[src/rtl/ftoi_pkg.sv]
// rtl/ftoi_pkg.sv - shared types and float-format constants for the ftoi pipeline
package ftoi_pkg;

  typedef enum logic [1:0] {
    RTZ = 2'b00,
    RNE = 2'b01,
    RDN = 2'b10,
    RUP = 2'b11
  } rnd_mode_t;

  typedef enum logic [1:0] {
    ZERO = 2'b00,
    NORM = 2'b01,
    INF  = 2'b10,
    NAN  = 2'b11
  } fclass_t;

  typedef struct packed {
    logic invalid;
    logic inexact;
  } ftoi_flags_t;

  localparam int FP_BIAS   = 127;
  localparam int FP_MANT_W = 23;
  localparam int FP_EXP_W  = 8;

endpackage

[src/rtl/ftoi_pipe_if.sv]
// rtl/ftoi_pipe_if.sv - request/response handshake bundle for ftoi_pipe
interface ftoi_pipe_if
  import ftoi_pkg::*;
#(
  parameter int OUT_W = 32,
  parameter int TAG_W = 5
) ();

  logic              in_valid;
  logic              in_ready;
  logic [31:0]       in_x;
  logic [1:0]        in_rnd;
  logic              in_unsigned;
  logic [TAG_W-1:0]  in_tag;
  logic              out_valid;
  logic              out_ready;
  logic [OUT_W-1:0]  out_y;
  ftoi_flags_t       out_flags;
  logic [TAG_W-1:0]  out_tag;

  modport master (
    output in_valid, in_x, in_rnd, in_unsigned, in_tag, out_ready,
    input  in_ready, out_valid, out_y, out_flags, out_tag
  );

  modport slave (
    input  in_valid, in_x, in_rnd, in_unsigned, in_tag, out_ready,
    output in_ready, out_valid, out_y, out_flags, out_tag
  );

endinterface

[src/rtl/ftoi_round.sv]
// rtl/ftoi_round.sv - S2 datapath: round, negate, saturate; flags only with FTOI_FLAGS_EN
module ftoi_round
  import ftoi_pkg::*;
#(
  parameter int OUT_W = 32
) (
  input  logic [OUT_W-1:0] mag,
  input  logic             guard,
  input  logic             sticky,
  input  logic             sign,
  input  rnd_mode_t        rnd,
  input  logic             uns,
  input  fclass_t          cls,
  output logic [OUT_W-1:0] y
`ifdef FTOI_FLAGS_EN
  ,
  output ftoi_flags_t      flags
`endif
);

  localparam logic [OUT_W-1:0] SMAX = {1'b0, {(OUT_W-1){1'b1}}};
  localparam logic [OUT_W-1:0] SMIN = {1'b1, {(OUT_W-1){1'b0}}};
  localparam logic [OUT_W:0]   HALF = {2'b01, {(OUT_W-1){1'b0}}};

  logic             lost;
  logic             inc;
  logic             ovf;
  logic [OUT_W:0]   mag_r;
  logic [OUT_W-1:0] mag_lo;
  logic [OUT_W-1:0] pos_sat;
  logic [OUT_W-1:0] neg_sat;

  assign lost    = guard | sticky;
  assign mag_r   = {1'b0, mag} + {{OUT_W{1'b0}}, inc};
  assign mag_lo  = mag_r[OUT_W-1:0];
  assign pos_sat = uns ? {OUT_W{1'b1}} : SMAX;
  assign neg_sat = uns ? {OUT_W{1'b0}} : SMIN;

  // Round-up decision on the magnitude, direction-aware for RDN/RUP
  always_comb begin
    inc = 1'b0;
    case (rnd)
      RTZ:     inc = 1'b0;
      RNE:     inc = guard & (sticky | mag[0]);
      RDN:     inc = sign & lost;
      RUP:     inc = ~sign & lost;
      default: inc = 1'b0;
    endcase
  end

  // Range check of the rounded magnitude; exact -2^(OUT_W-1) still fits signed
  always_comb begin
    ovf = 1'b0;
    if (uns) ovf = sign ? (mag_r != '0) : mag_r[OUT_W];
    else     ovf = sign ? (mag_r > HALF) : (mag_r >= HALF);
  end

  // Result select: NaN to positive max, inf/overflow clamp by sign, else signed magnitude
  always_comb begin
    y = pos_sat;
    case (cls)
      NAN:     y = pos_sat;
      INF:     y = sign ? neg_sat : pos_sat;
      default: begin
        if (ovf)       y = sign ? neg_sat : pos_sat;
        else if (sign) y = -mag_lo;
        else           y = mag_lo;
      end
    endcase
  end

`ifdef FTOI_FLAGS_EN
  logic inv;
  assign inv   = (cls == NAN) || (cls == INF) || ovf;
  assign flags = '{invalid: inv, inexact: lost & ~inv};
`endif

endmodule

[src/rtl/ftoi_pipe.sv]
// rtl/ftoi_pipe.sv - 2-stage binary32 to integer converter; FTOI_FLAGS_EN enables flags
module ftoi_pipe
  import ftoi_pkg::*;
#(
  parameter int OUT_W = 32,
  parameter int TAG_W = 5
) (
  input logic        clk,
  input logic        rstn,
  ftoi_pipe_if.slave bus
);

  localparam int SH_W = $clog2(OUT_W + 1);
  localparam int V_W  = OUT_W + FP_MANT_W + 1;
  localparam logic [FP_EXP_W-1:0] EXP_HALF = FP_EXP_W'(FP_BIAS - 1);
  localparam logic [FP_EXP_W-1:0] EXP_BIG  = FP_EXP_W'(FP_BIAS + OUT_W);

  logic                 s1_valid, s2_valid, s1_can_load, s2_can_load;
  logic                 sign;
  logic [FP_EXP_W-1:0]  expf;
  logic [FP_MANT_W-1:0] mant;
  logic [SH_W-1:0]      sh;
  logic [V_W-1:0]       vs;
  fclass_t              cls_d;
  logic [OUT_W-1:0]     mag_d;
  logic                 guard_d, sticky_d;

  logic [OUT_W-1:0]     s1_mag;
  logic                 s1_guard, s1_sticky, s1_sign, s1_uns;
  rnd_mode_t            s1_rnd;
  fclass_t              s1_cls;
  logic [TAG_W-1:0]     s1_tag;
  logic [OUT_W-1:0]     s2_y, rnd_y;
  logic [TAG_W-1:0]     s2_tag;

  assign sign = bus.in_x[31];
  assign expf = bus.in_x[30:23];
  assign mant = bus.in_x[22:0];

  // Shift by e+1 so the binary point lands between vs[24] and vs[23] (guard)
  assign sh = SH_W'(expf - EXP_HALF);
  assign vs = V_W'({1'b1, mant}) << sh;

  assign s2_can_load  = ~s2_valid | bus.out_ready;
  assign s1_can_load  = ~s1_valid | s2_can_load;
  assign bus.in_ready = s1_can_load;

  // Classify and align; exponents at or past OUT_W overflow regardless of
  // rounding, so they reuse the inf path and never reach the shifter
  always_comb begin
    cls_d    = NORM;
    mag_d    = '0;
    guard_d  = 1'b0;
    sticky_d = 1'b0;
    if (expf == '0)                   cls_d = ZERO;
    else if (expf == '1)              cls_d = (mant == '0) ? INF : NAN;
    else if (expf >= EXP_BIG)         cls_d = INF;
    else if (expf < EXP_HALF)         sticky_d = 1'b1;
    else begin
      mag_d    = vs[V_W-1:FP_MANT_W+1];
      guard_d  = vs[FP_MANT_W];
      sticky_d = |vs[FP_MANT_W-1:0];
    end
  end

  // Stage 1 register: aligned operand plus per-transaction controls
  always_ff @(posedge clk or negedge rstn) begin
    if (!rstn) begin
      s1_valid  <= 1'b0;
      s1_mag    <= '0;
      s1_guard  <= 1'b0;
      s1_sticky <= 1'b0;
      s1_sign   <= 1'b0;
      s1_uns    <= 1'b0;
      s1_rnd    <= RTZ;
      s1_cls    <= ZERO;
      s1_tag    <= '0;
    end else if (s1_can_load) begin
      s1_valid <= bus.in_valid;
      if (bus.in_valid) begin
        s1_mag    <= mag_d;
        s1_guard  <= guard_d;
        s1_sticky <= sticky_d;
        s1_sign   <= sign;
        s1_uns    <= bus.in_unsigned;
        s1_rnd    <= rnd_mode_t'(bus.in_rnd);
        s1_cls    <= cls_d;
        s1_tag    <= bus.in_tag;
      end
    end
  end

`ifdef FTOI_FLAGS_EN
  ftoi_flags_t rnd_flags, s2_flags;
`endif

  ftoi_round #(.OUT_W(OUT_W)) u_round (
    .mag    (s1_mag),
    .guard  (s1_guard),
    .sticky (s1_sticky),
    .sign   (s1_sign),
    .rnd    (s1_rnd),
    .uns    (s1_uns),
    .cls    (s1_cls),
    .y      (rnd_y)
`ifdef FTOI_FLAGS_EN
    ,
    .flags  (rnd_flags)
`endif
  );

  // Stage 2 register: final result, held while the consumer stalls
  always_ff @(posedge clk or negedge rstn) begin
    if (!rstn) begin
      s2_valid <= 1'b0;
      s2_y     <= '0;
      s2_tag   <= '0;
    end else if (s2_can_load) begin
      s2_valid <= s1_valid;
      if (s1_valid) begin
        s2_y   <= rnd_y;
        s2_tag <= s1_tag;
      end
    end
  end

`ifdef FTOI_FLAGS_EN
  // Stage 2 flag register, loaded alongside the result
  always_ff @(posedge clk or negedge rstn) begin
    if (!rstn)                        s2_flags <= '0;
    else if (s2_can_load && s1_valid) s2_flags <= rnd_flags;
  end
  assign bus.out_flags = s2_flags;
`else
  assign bus.out_flags = '0;
`endif

  assign bus.out_valid = s2_valid;
  assign bus.out_y     = s2_y;
  assign bus.out_tag   = s2_tag;

endmodule

[src/flat_wrapper.sv]
// flat-port wrapper written by rule: the top's interface ports become plain ports
module ftoi_pipe_flat import ftoi_pkg::*;
#(
  parameter int OUT_W = 32,
  parameter int TAG_W = 5
)
  (clk, rstn, bus_in_valid, bus_in_x, bus_in_rnd, bus_in_unsigned, bus_in_tag, bus_out_ready, bus_in_ready, bus_out_valid, bus_out_y, bus_out_flags, bus_out_tag);
  ftoi_pipe_if #(.OUT_W(OUT_W), .TAG_W(TAG_W)) bus_i ();
  input logic clk;
  input logic rstn;
  input wire logic [$bits(bus_i.in_valid)-1:0] bus_in_valid;
  input wire logic [$bits(bus_i.in_x)-1:0] bus_in_x;
  input wire logic [$bits(bus_i.in_rnd)-1:0] bus_in_rnd;
  input wire logic [$bits(bus_i.in_unsigned)-1:0] bus_in_unsigned;
  input wire logic [$bits(bus_i.in_tag)-1:0] bus_in_tag;
  input wire logic [$bits(bus_i.out_ready)-1:0] bus_out_ready;
  output wire logic [$bits(bus_i.in_ready)-1:0] bus_in_ready;
  output wire logic [$bits(bus_i.out_valid)-1:0] bus_out_valid;
  output wire logic [$bits(bus_i.out_y)-1:0] bus_out_y;
  output wire logic [$bits(bus_i.out_flags)-1:0] bus_out_flags;
  output wire logic [$bits(bus_i.out_tag)-1:0] bus_out_tag;
  assign bus_i.in_valid = bus_in_valid;
  assign bus_i.in_x = bus_in_x;
  assign bus_i.in_rnd = bus_in_rnd;
  assign bus_i.in_unsigned = bus_in_unsigned;
  assign bus_i.in_tag = bus_in_tag;
  assign bus_i.out_ready = bus_out_ready;
  assign bus_in_ready = bus_i.in_ready;
  assign bus_out_valid = bus_i.out_valid;
  assign bus_out_y = bus_i.out_y;
  assign bus_out_flags = bus_i.out_flags;
  assign bus_out_tag = bus_i.out_tag;
  ftoi_pipe #(.OUT_W(OUT_W), .TAG_W(TAG_W)) u_core (.clk(clk), .rstn(rstn), .bus(bus_i));
endmodule
[config.mk]
export PLATFORM = sky130hd
export DESIGN_NAME = ftoi_pipe_flat
export DESIGN_NICKNAME = d
export VERILOG_FILES = /design/src/rtl/ftoi_pkg.sv /design/src/rtl/ftoi_pipe_if.sv /design/src/rtl/ftoi_round.sv /design/src/rtl/ftoi_pipe.sv /design/src/flat_wrapper.sv
export SDC_FILE = /design/constraint.sdc
export NUM_CORES = 1
export LEC_CHECK = 0
export ABC_AREA = 1
export BUFFER_PORTS_ARGS = -buffer_cell sky130_fd_sc_hd__buf_4
export CAP_MARGIN = 20
export CELL_PAD_IN_SITES_DETAIL_PLACEMENT = 1
export CELL_PAD_IN_SITES_GLOBAL_PLACEMENT = 1
export CORE_MARGIN = 4
export CORE_UTILIZATION = 30
export CTS_CLUSTER_DIAMETER = 120
export DETAILED_ROUTE_END_ITERATION = 12
export PLACE_DENSITY = 0.65
export SYNTH_ARGS = -nofsm -noshare
export SYNTH_HDL_FRONTEND = slang
export SYNTH_SLANG_ARGS = --single-unit
export TNS_END_PERCENT = 100
[constraint.sdc]
create_clock -name clk -period 4.1 [get_ports clk]
set_input_delay 0.82 -clock clk [delete_from_list [all_inputs] [get_ports clk]]
set_output_delay 0.82 -clock clk [all_outputs]
set_load 0.01 [all_outputs]
# After elaboration in Yosys (flattened, before gate mapping)

Cells that the tools add are included.

Shift-type cells: 1
Bitwise gates (word level): 10
Add/subtract/negate cells: 3
Order comparisons: 4
Reduce and logical (&&, ||, !) cells: 7
Mux-type cells: 26
Equal/unequal tests: 6

Operator list:

| kind                 | count |
|---|---|
| $mux 32              | 9 |
| $pmux 32 s2          | 1 |
| $shl 24x6->56        | 1 |
| $add 32x1->33        | 1 |
| $ge 33x32->1 const B | 1 |
| $gt 33x32->1 const B | 1 |
| $reduce_bool 33->1   | 1 |
| $neg 32->32          | 1 |
| $logic_not 23->1     | 1 |
| $reduce_or 23->1     | 1 |
| $mux 1               | 12 |
| $eq 2x2->1 const B   | 4 |
| $eq 8x8->1 const B   | 1 |
| $ge 8x8->1 const B   | 1 |
| $logic_not 8->1      | 1 |
| $lt 8x7->1 const B   | 1 |
| $mux 2               | 3 |
| $sub 6x6->6 const B  | 1 |
| $or 1x1->1           | 4 |
| $pmux 1 s4           | 1 |
| $reduce_and 2->1     | 2 |
| $and 1x1->1          | 3 |
| $not 1->1            | 3 |
| $eq 2x1->1 const B   | 1 |
| $logic_not 2->1      | 1 |

Logic and storage cells: 69
Input bits: 44
Register bits after elaboration: 84

# Depth between registers and ports, before layout

Gate-level depths: netlist of run 1.

Depth in word-level cells: 9
Depth in mapped cells: 24

# Hierarchy

Synthesis of run 1 repeated with hierarchy kept, for this count alone.

Cell total of the unflattened synthesis: 1275
Area, all modules: 7913.8 um2

Modules (own cells, without submodules):

| module     | cells each | sequential area each (um2) | instances | area each (um2) |
|---|---|---|---|---|
| ftoi_pipe  | 672        | 2102.0                     | 1         | 5183.7 |
| ftoi_round | 603        | 0.0                        | 1         | 2730.1 |

# Worst setup path before layout of run 1

OpenSTA, ideal clock, no wires.

Path type: reg-to-reg
From: register u_core.s1_sign
To: register u_core.s2_y[15], in the netlist u_core.bus.out_y[15]
Cell stages (with the launch flop): 24
Period minus slack after synthesis: 3.062 ns
Setup time: 0.134 ns
Setup slack: 1.038 ns
Arrival time: 2.928 ns
Buffers on the path: 2
Path through: dfrtp_1 > buf_1 > xnor2_1 > o21ai_0 > ha_1 > ha_1 > inv_1 > nor2_4 > nand2_2 > nor2_4 > nand2_1 > nand2_2 > nand2_4 > nor2_4 > nand2_1 > nor2_2 > nand3_2 > nand2_2 > nand2_4 > nand2_4 > buf_4 > o21ai_1 > nand2_1 > a21oi_1

Word-level cells in the longest chain between the ends: 9
Elaborated cells between the ends (all ways): 16
Classes of those cells: add/sub (2); order compare (2); mux (8); bitwise (3); reduce/logical (1)

RTL lines:

| element                              | RTL line                           | source |
|---|---|---|
| from (decl)                          | ftoi_pipe.sv:29                    | `logic s1_guard, s1_sticky, s1_sign, s1_uns;` |
| from (signal assigned)               | ftoi_pipe.sv:84                    | `s1_sign <= sign;` |
| $not 1->1                            | ftoi_round.sv:46                   | `RUP: inc = ~sign & lost;` |
| $and 1x1->1                          | ftoi_round.sv:46                   |  |
| $pmux 1 s4                           | ftoi_round.sv:42                   | `case (rnd)` |
| $add 32x1->33                        | ftoi_round.sv:34                   | `assign mag_r = {1'b0, mag} + {{OUT_W{1'b0}}, inc};` |
| $ge 33x32->1 (tied with other cells) | ftoi_round.sv:55                   | `else ovf = sign ? (mag_r > HALF) : (mag_r >= HALF);` |
| $mux 1 (on tied branches)            | ftoi_round.sv:55, ftoi_round.sv:54 |  |
| $mux 1                               | ftoi_round.sv:54                   | `if (uns) ovf = sign ? (mag_r != '0) : mag_r[OUT_W];` |
| $mux 32                              | ftoi_round.sv:65                   | `if (ovf) y = sign ? neg_sat : pos_sat;` |
| $pmux 32 s2 *                        | ftoi_round.sv:61                   | `case (cls)` |
| to (signal assigned)                 | ftoi_pipe.sv:121                   | `s2_y <= rnd_y;` |
| to (decl)                            | ftoi_pipe.sv:33                    | `logic [OUT_W-1:0] s2_y, rnd_y;` |

Every way passes the cells marked *; elsewhere a longest branch is shown, timed or not.
A chain may end at the register's enable or synchronous reset.

# Worst setup path in the final report of run 1

From: register u_core.s1_rnd[0]
To: register u_core.s2_y[5], in the netlist u_core.bus.out_y[5]

Word-level cells in the longest chain between the ends: 8
Elaborated cells between the ends (all ways): 16
Classes of those cells: add/sub (2); order compare (2); eq/ne (3); mux (7); reduce/logical (2)

RTL lines:

| element                              | RTL line                           | source |
|---|---|---|
| from (decl)                          | ftoi_pipe.sv:30                    | `rnd_mode_t s1_rnd;` |
| from (signal assigned)               | ftoi_pipe.sv:86                    | `s1_rnd <= rnd_mode_t'(bus.in_rnd);` |
| $eq 2x2->1 (tied with other cells)   | ftoi_round.sv:42                   |  |
| $pmux 1 s4 *                         | ftoi_round.sv:42                   |  |
| $add 32x1->33 *                      | ftoi_round.sv:34                   |  |
| $ge 33x32->1 (tied with other cells) | ftoi_round.sv:55                   |  |
| $mux 1 (on tied branches)            | ftoi_round.sv:55, ftoi_round.sv:54 |  |
| $mux 1                               | ftoi_round.sv:54                   |  |
| $mux 32 *                            | ftoi_round.sv:65                   |  |
| $pmux 32 s2 *                        | ftoi_round.sv:61                   |  |

Marked as above.

==> results of run 1 <==
-- Yosys cell counts (2+ instances only) --
library cell | number | area (sq um)
nand3b_1 | 6 | 45.0
o21ai_0 | 98 | 490
o211ai_1 | 11 | 82.6
nand2_4 | 3 | 33.8
o21ai_2 | 7 | 61.3
xor2_1 | 18 | 158
nor2_2 | 7 | 43.8
a31oi_1 | 8 | 50.1
nand2_2 | 19 | 119
or2_2 | 6 | 37.5
clkinv_1 | 2 | 7.51
nand3_1 | 86 | 430
nor2_4 | 8 | 90.1
a21oi_1 | 38 | 190
dlygate4sd3_1 | 4 | 40.0
nor3_1 | 2 | 10.0
clkbuf_1 | 43 | 161
inv_1 | 95 | 357
a32oi_1 | 5 | 43.8
mux2i_1 | 3 | 30.0
nor4_1 | 6 | 37.5
o21ai_1 | 28 | 140
o22ai_1 | 12 | 75.1
o21a_1 | 3 | 22.5
nor2_1 | 143 | 537
o221ai_1 | 6 | 52.6
nand3_2 | 2 | 20.0
buf_4 | 6 | 45.0
buf_1 | 2 | 7.51
o2111ai_1 | 2 | 17.5
nand2_1 | 436 | 1640
buf_6 | 5 | 56.3
nand4_1 | 14 | 87.6
ha_1 | 4 | 50.1
a21oi_2 | 8 | 70.1
dfrtp_1 | 84 | 2100
inv_2 | 7 | 26.3
xnor2_1 | 5 | 43.8
-- sequential cells by signal, summed over array words and instances, names as in the netlist --
signal                count
u_core.bus.out_y         32
u_core.s1_mag            32
u_core.bus.out_tag        5
u_core.s1_tag             5
u_core.s1_cls             2
u_core.s1_rnd             2
u_core.bus.out_valid      1
u_core.s1_guard           1
u_core.s1_sign            1
u_core.s1_sticky          1
u_core.s1_uns             1
u_core.s1_valid           1
-- power by group through the flow --
stage          registers, W  clock network (W)  logic [W]
3_3_place_gp        0.00118                  0    0.00167
3_5_place_dp        0.00119                  0    0.00170
2_1_floorplan       0.00123                  0    0.00101
4_1_cts             0.00117           0.000938    0.00171
5_1_grt             0.00120           0.000973    0.00190
6_report            0.00117           0.000922    0.00169
-- worst register-to-register path: stages, from the launching register on --
cell and delay [ns]:
dfrtp_1 0.41, xnor2_1 0.13, o21ai_0 0.15, ha_1 0.22
ha_1 0.22, inv_1 0.12, nor2_4 0.19, nand2_2 0.12
nor2_4 0.18, nand3_1 0.09, nand2_1 0.19, nand2_2 0.09
nor2_4 0.12, nand2_2 0.07, nor2_2 0.12, nand3_2 0.09
nand2_2 0.09, nand2_4 0.24, nand2_4 0.39, o21ai_1 0.15
nand2_1 0.09, a21oi_1 0.09
-- final timing paths --
path | startpoint | to | slack [ns] | cells past startpoint
worst min register to register | u_core.s1_tag[4] | u_core.s1_tag[4] | 0.49 | 2
worst max-delay path | u_core.s1_rnd[0] | u_core.bus.out_y[5] | 0.42 | 21
worst min-delay path | rstn | u_core.s1_mag[28] | 0.30 | 1
min in group clk | u_core.s1_tag[4] | u_core.s1_tag[4] | 0.49 | 2
worst max register to register | u_core.s1_rnd[0] | u_core.bus.out_y[5] | 0.42 | 21
max in group asynchronous | rstn | u_core.bus.out_y[19] | 3.19 | 2
-- layout make-up --
| class | count | area [sq um] | share of cell area, % |
|---|---|---|---|
| Tap cell | 324 | 405 | 4.62 |
| Sequential cell | 84 | 2100 | 23.9 |
| Clock buffer | 10 | 239 | 2.72 |
| Multi-Input combinational cell | 1001 | 4780 | 54.5 |
| Inverter | 104 | 390 | 4.45 |
| Timing Repair Buffer | 99 | 763 | 8.70 |
| Clock inverter | 6 | 95.1 | 1.08 |
-- routing by layer --
metal / up-vias / share of wire (%) / GRT usage, %
met1: 3956 / 49 / 28.5
li1: 4139 / - / -
met3: 18 / 4.1 / 2.87
met4: 0 / 1.0 / 3.02
met5: - / 0 / 0
met2: 128 / 46 / 32.2
-- logic make-up (layout without fill, tap and decap cells) --
group           Yosys count  after routing
simple gates            741            741
compound gates          228            228
buf+inv                 165            219
flops                    84             84
xor+xnor                 23             23
fa+ha+maj                 4              4
mux                       3              3
other cells               1              2
-- per-stage QoR --
| step | total power (W) | worst slack, ns | hold WS (ns) | utilization [%] | cell area [sq um] |
|---|---|---|---|---|---|
| 2_1_floorplan | 0.00224 | 1.04 | 0.442 | - | 7580 |
| 3_3_place_gp | 0.00285 | 0.555 | 0.469 | 34.2 | 8420 |
| 3_5_place_dp | 0.00289 | 0.435 | 0.475 | 34.2 | 8420 |
| 4_1_cts | 0.00382 | 0.386 | 0.495 | 35.6 | 8750 |
| 5_1_grt | 0.00408 | 0.0470 | 0.307 | 35.7 | 8780 |
| 6_report | 0.00379 | 0.415 | 0.301 | 35.7 | 8780 |
==> impl_metrics.csv, run 1 <==
group,metric,value,unit
outcome,status,"complete, no violations",
clock_network,clk_pin_slew_worst_paths,0.07,ns
grt,grt_pass1_vias,8314,
power,intPower,0.00222,W
worst_setup_path,start_kind,"register",
sta,finalCritPeriodShare,89.9,%
floorplan,die-area,0.0279,sq mm
placement,gp_congestion,0.892,
synth,yosysWarnings,0,
floorplan,dieWidth,167,microns
drt,wl_per_cell,17.0,microns
placement,io_buffers,82,
sta,maxSlewViolCount,0,
sta,fin_crit,3.68,ns
synth,synth_area,0.00757,sq mm
synth,synth_edf_count,0,
clock_network,worstSkewPairLatency,0.35,ns
sta,fmax,271,MHz
min_path,hold_class,"in -> async",
drt,dr.pass1.iters,5,
synth,synth_compound_gate_area_share,17.3,%
drt,drc,0,
synth,yosys.area_share.simple,41.9,%
worst_setup_path,slowest_delay,0.41,ns
worst_setup_path,critPathTopFamily,"simple AND/OR/NAND/NOR gates",
power,power_frac_comb,44.7,%
grt,grt_max_degree,78,
cells_and_area,final_cell_mix,"436 x nand2_1, 143 x nor2_1, 98 x o21ai_0, 98 x buf_4, 95 x inv_1",
synth,synth_top_family_by_area,"simple AND/OR/NAND/NOR gates",
clock_network,cts_hold_buf,0,
synth,async_flop_share,100,%
power,peakVddDrop,0.000220,V
clock_network,cts_buffers,9,
clock_network,clock_path_buffers,2,
clock_network,post-cts-setup-buffer-count,0,
power,switching_share,41.4,%
synth,synth_seq_cells,84,
clock_network,cts_tree,"yes",
worst_setup_path,crit_required,4.32,ns
synth,synthFlopType,"dfrtp_1",
cells_and_area,area_growth,15.9,%
floorplan,core,0.0246,sq mm
cells_and_area,final_common_cell,"nand2_1",
worst_setup_path,crit_path_frequent_cell,"nand2_2",
worst_setup_path,critPathCaptureType,"register",
floorplan,start_util,30.8,%
drt,via_count,8241,
clock_network,cts_root_buf,"clkbuf_16",
cells_and_area,diodes,0,
sta,rsz0062_at_grt,"no",
drt,ant_nets,0,
sta,fin_skew,0.00836,ns
cells_and_area,finalNonFillerCells,1628,
worst_setup_path,cp_cell_sequence,"xnor2_1, o21ai_0, ha_1, ha_1, inv_1, nor2_4, nand2_2, nor2_4, nand3_1, nand2_1, nand2_2, nor2_4, nand2_2, nor2_2, nand3_2, nand2_2, nand2_4, nand2_4, o21ai_1, nand2_1, a21oi_1",
synth,yosysSeqAreaShare,27.8,%
power,powerDensity,431,mW/mm^2
drt,avgViaCountPerCell,5.06,
floorplan,boundaryPins,85,
synth,synth_xor_area_share,2.66,%
sta,worst_pin_slew,0.981,ns
grt,antenna_found_initial,0,
cells_and_area,nNetsFinal,1347,
clock_network,htreeDepth,3,
clock_network,cts_resized,0,
grt,grt_usage,19.8,%
worst_setup_path,crit_buf_inv,1,
power,clock_power_share,24.3,%
sta,fin_tns_setup,0,ns
clock_network,cts_sinks,84,
grt,grt_pass1_wl,45200,microns
synth,synth_cells,1249,
sta,setup_viol,0,
worst_setup_path,cp.arrival,3.91,ns
power,power_frac_seq,30.9,%
run,maxCapViolations,0,
synth,synth_mux_area_share,0.396,%
grt,grt-ovfl-total,0,
worst_setup_path,cp_slowest_cell,"dfrtp_1",
drt,wl,27600,microns
floorplan,dieHeight,167,microns
power,p_leak,4.10,nW
synth,yosys.area_share.adder,0.661,%
cells_and_area,n_fill_cell,3275,
worst_setup_path,critPathKind,"reg -> reg",
worst_setup_path,crit_fanout,31,
cells_and_area,drive_gt1_share,14.3,%
synth,synth.distinct_cells,45,
placement,dp_cells,1611,
floorplan,num_rows,57,
sta,slew_headroom,34.5,%
power,switching_power,0.00157,W
placement,dp_hpwl,22400,microns
drt,drtIter0Drc,531,
sta,hold_viol_final,0,
synth,syn_area_per_cell,6.06,sq um
Note: power is estimated with default switching activity, not from simulation.
==> run 2, diff against run 1 <==
REMOVE_ABC_BUFFERS = 1   (was default)
==> impl_metrics.csv, run 2 (synthesis results as in run 1) <==
group,metric,value,unit
worst_setup_path,slowest_delay,0.41,ns
worst_setup_path,critPathTopFamily,"simple AND/OR/NAND/NOR gates",
clock_network,cts_tree,"yes",
outcome,status,"complete, no violations",
clock_network,worstSkewPairLatency,0.36,ns
cells_and_area,area_growth,15.6,%
placement,io_buffers,82,
sta,worst_slack,0.460,ns
sta,worst_pin_slew,1.02,ns
clock_network,cts_root_buf,"clkbuf_16",
sta,rsz0062_at_grt,"no",
sta,fin_skew,0.00926,ns
sta,fmax,275,MHz
clock_network,clock_path_buffers,2,
worst_setup_path,cp.arrival,3.87,ns
floorplan,dieHeight,167,microns
cells_and_area,nNetsFinal,1347,
floorplan,num_rows,57,
drt,avgViaCountPerCell,5.04,
clock_network,clk_pin_slew_worst_paths,0.08,ns
worst_setup_path,path_depth,21,
placement,gp_congestion,0.949,
cells_and_area,final_cell_mix,"436 x nand2_1, 143 x nor2_1, 98 x o21ai_0, 98 x buf_4, 95 x inv_1",
worst_setup_path,crit_required,4.33,ns
placement,postPlaceCellArea,0.00842,sq mm
drt,ant_nets,0,
drt,wl,26900,microns
worst_setup_path,critPathCaptureType,"register",
clock_network,htreeDepth,3,
worst_setup_path,critPathKind,"reg -> reg",
grt,grt-ovfl-total,0,
drt,via_count,8206,
sta,slew_headroom,31.9,%
worst_setup_path,regToRegSetupSlack,0.46,ns
floorplan,boundaryPins,85,
power,p_leak,4.08,nW
sta,maxSlewViolCount,0,
grt,grt_usage,19.3,%
drt,drtIter0Drc,407,
grt,antenna_found_initial,0,
cells_and_area,diodes,0,
cells_and_area,fin_util,35.6,%
sta,fin_tns_setup,0,ns
clock_network,post-cts-setup-buffer-count,0,
sta,hold_ws,0.378,ns
grt,grt_pass1_vias,8241,
placement,dp_slack,0.340,ns
drt,wl_per_cell,16.5,microns
power,powerDensity,419,mW/mm^2
min_path,hold_class,"in -> async",
cells_and_area,drive_gt1_share,14.3,%
worst_setup_path,crit_buf_inv,1,
sta,setup_viol,0,
worst_setup_path,start_kind,"register",
cells_and_area,finish.instance_area,0.00875,sq mm
sta,hold_viol_final,0,
floorplan,start_util,30.8,%
clock_network,cts_sinks,84,
worst_setup_path,cp_cell_sequence,"xnor2_1, o21ai_0, ha_1, ha_1, inv_1, nor2_4, nand2_2, nor2_4, nand3_1, nand2_1, nand2_2, nor2_4, nand2_2, nor2_2, nand3_2, nand2_2, nand2_4, nand2_8, o21ai_1, nand2_1, a21oi_1",
floorplan,core,0.0246,sq mm
placement,dp_hpwl,21500,microns
cells_and_area,final_common_cell,"nand2_1",
clock_network,cts_buffers,9,
cells_and_area,n_fill_cell,3276,
worst_setup_path,crit_fanout,31,
sta,fin_crit,3.64,ns
run,maxCapViolations,0,
worst_setup_path,reg2regPathDepth,21,
floorplan,die-area,0.0279,sq mm
worst_setup_path,cp_slowest_cell,"dfrtp_1",
power,peakVddDrop,0.000193,V
floorplan,dieWidth,167,microns
drt,drc,0,
worst_setup_path,crit_path_frequent_cell,"nand2_2",
drt,dr.pass1.iters,5,
grt,grt_pass1_wl,44400,microns
grt,grt_max_degree,78,
sta,finalCritPeriodShare,88.8,%
run 2: cell types whose count changed in the layout (fill, tap and decap cells not counted):
| cell | before | now |
|---|---|---|
| clkbuf_8 | 1 | 0 |
| inv_8 | 0 | 3 |
| nand2_4 | 3 | 2 |
| clkinv_4 | 2 | 1 |
| clkinv_8 | 0 | 1 |
| bufinv_16 | 2 | 0 |
| nand2_8 | 0 | 1 |
run 2: path summary, 6_finish.rpt:
kind | endpoint | from
max | u_core.bus.out_y[14] | u_core.s1_rnd[0]
min | u_core.bus.out_y[28] | rstn
max reg2reg | u_core.bus.out_y[14] | u_core.s1_rnd[0]
min reg2reg | u_core.bus.out_tag[4] | u_core.s1_tag[4]
max in group asynchronous | u_core.bus.out_y[24] | rstn
min in group clk | u_core.bus.out_tag[4] | u_core.s1_tag[4]
run 2: layout make-up:
cell class | count | area (sq um) | share of cell area, %
Multi-Input combinational cell | 1001 | 4790 | 54.7
Sequential cell | 84 | 2100 | 24.0
Timing Repair Buffer | 99 | 763 | 8.72
Tap cell | 324 | 405 | 4.63
Inverter | 104 | 390 | 4.46
Clock buffer | 9 | 225 | 2.57
Clock inverter | 7 | 76.3 | 0.872
run 2: per-stage QoR:
step,total power [W],cells
CTS,0.00370,1627
detailed placement,0.00285,1611
global placement,0.00282,1611
floorplan,0.00217,1189
finish,0.00367,1628
global route,0.00398,1628
run 2: per-layer routing:
metal / global-route usage [%] / wire (microns) / part of all wire, % / vias up
met2: 32.5 / 12600 / 47 / 123
met3: 2.35 / 899 / 3.3 / 26
met1: 26.7 / 13000 / 48 / 3903
li1: - / - / - / 4154
met4: 3.88 / 379 / 1.4 / 0
met5: 0 / 0 / 0 / -
run 2: repair_timing:
action,4_1_cts,5_1_grt
gates resized for setup,0,1
endpoints found under the setup margin,0,17
hold buffers,0,0
run 2: report_power, final:
part,internal (W),leakage [nW],switching [W]
sequential,0.00103,1.04,0.000138
clock,0.000435,0.149,0.000416
combinational,0.000636,2.89,0.00101
total,0.00210,4.08,0.00157
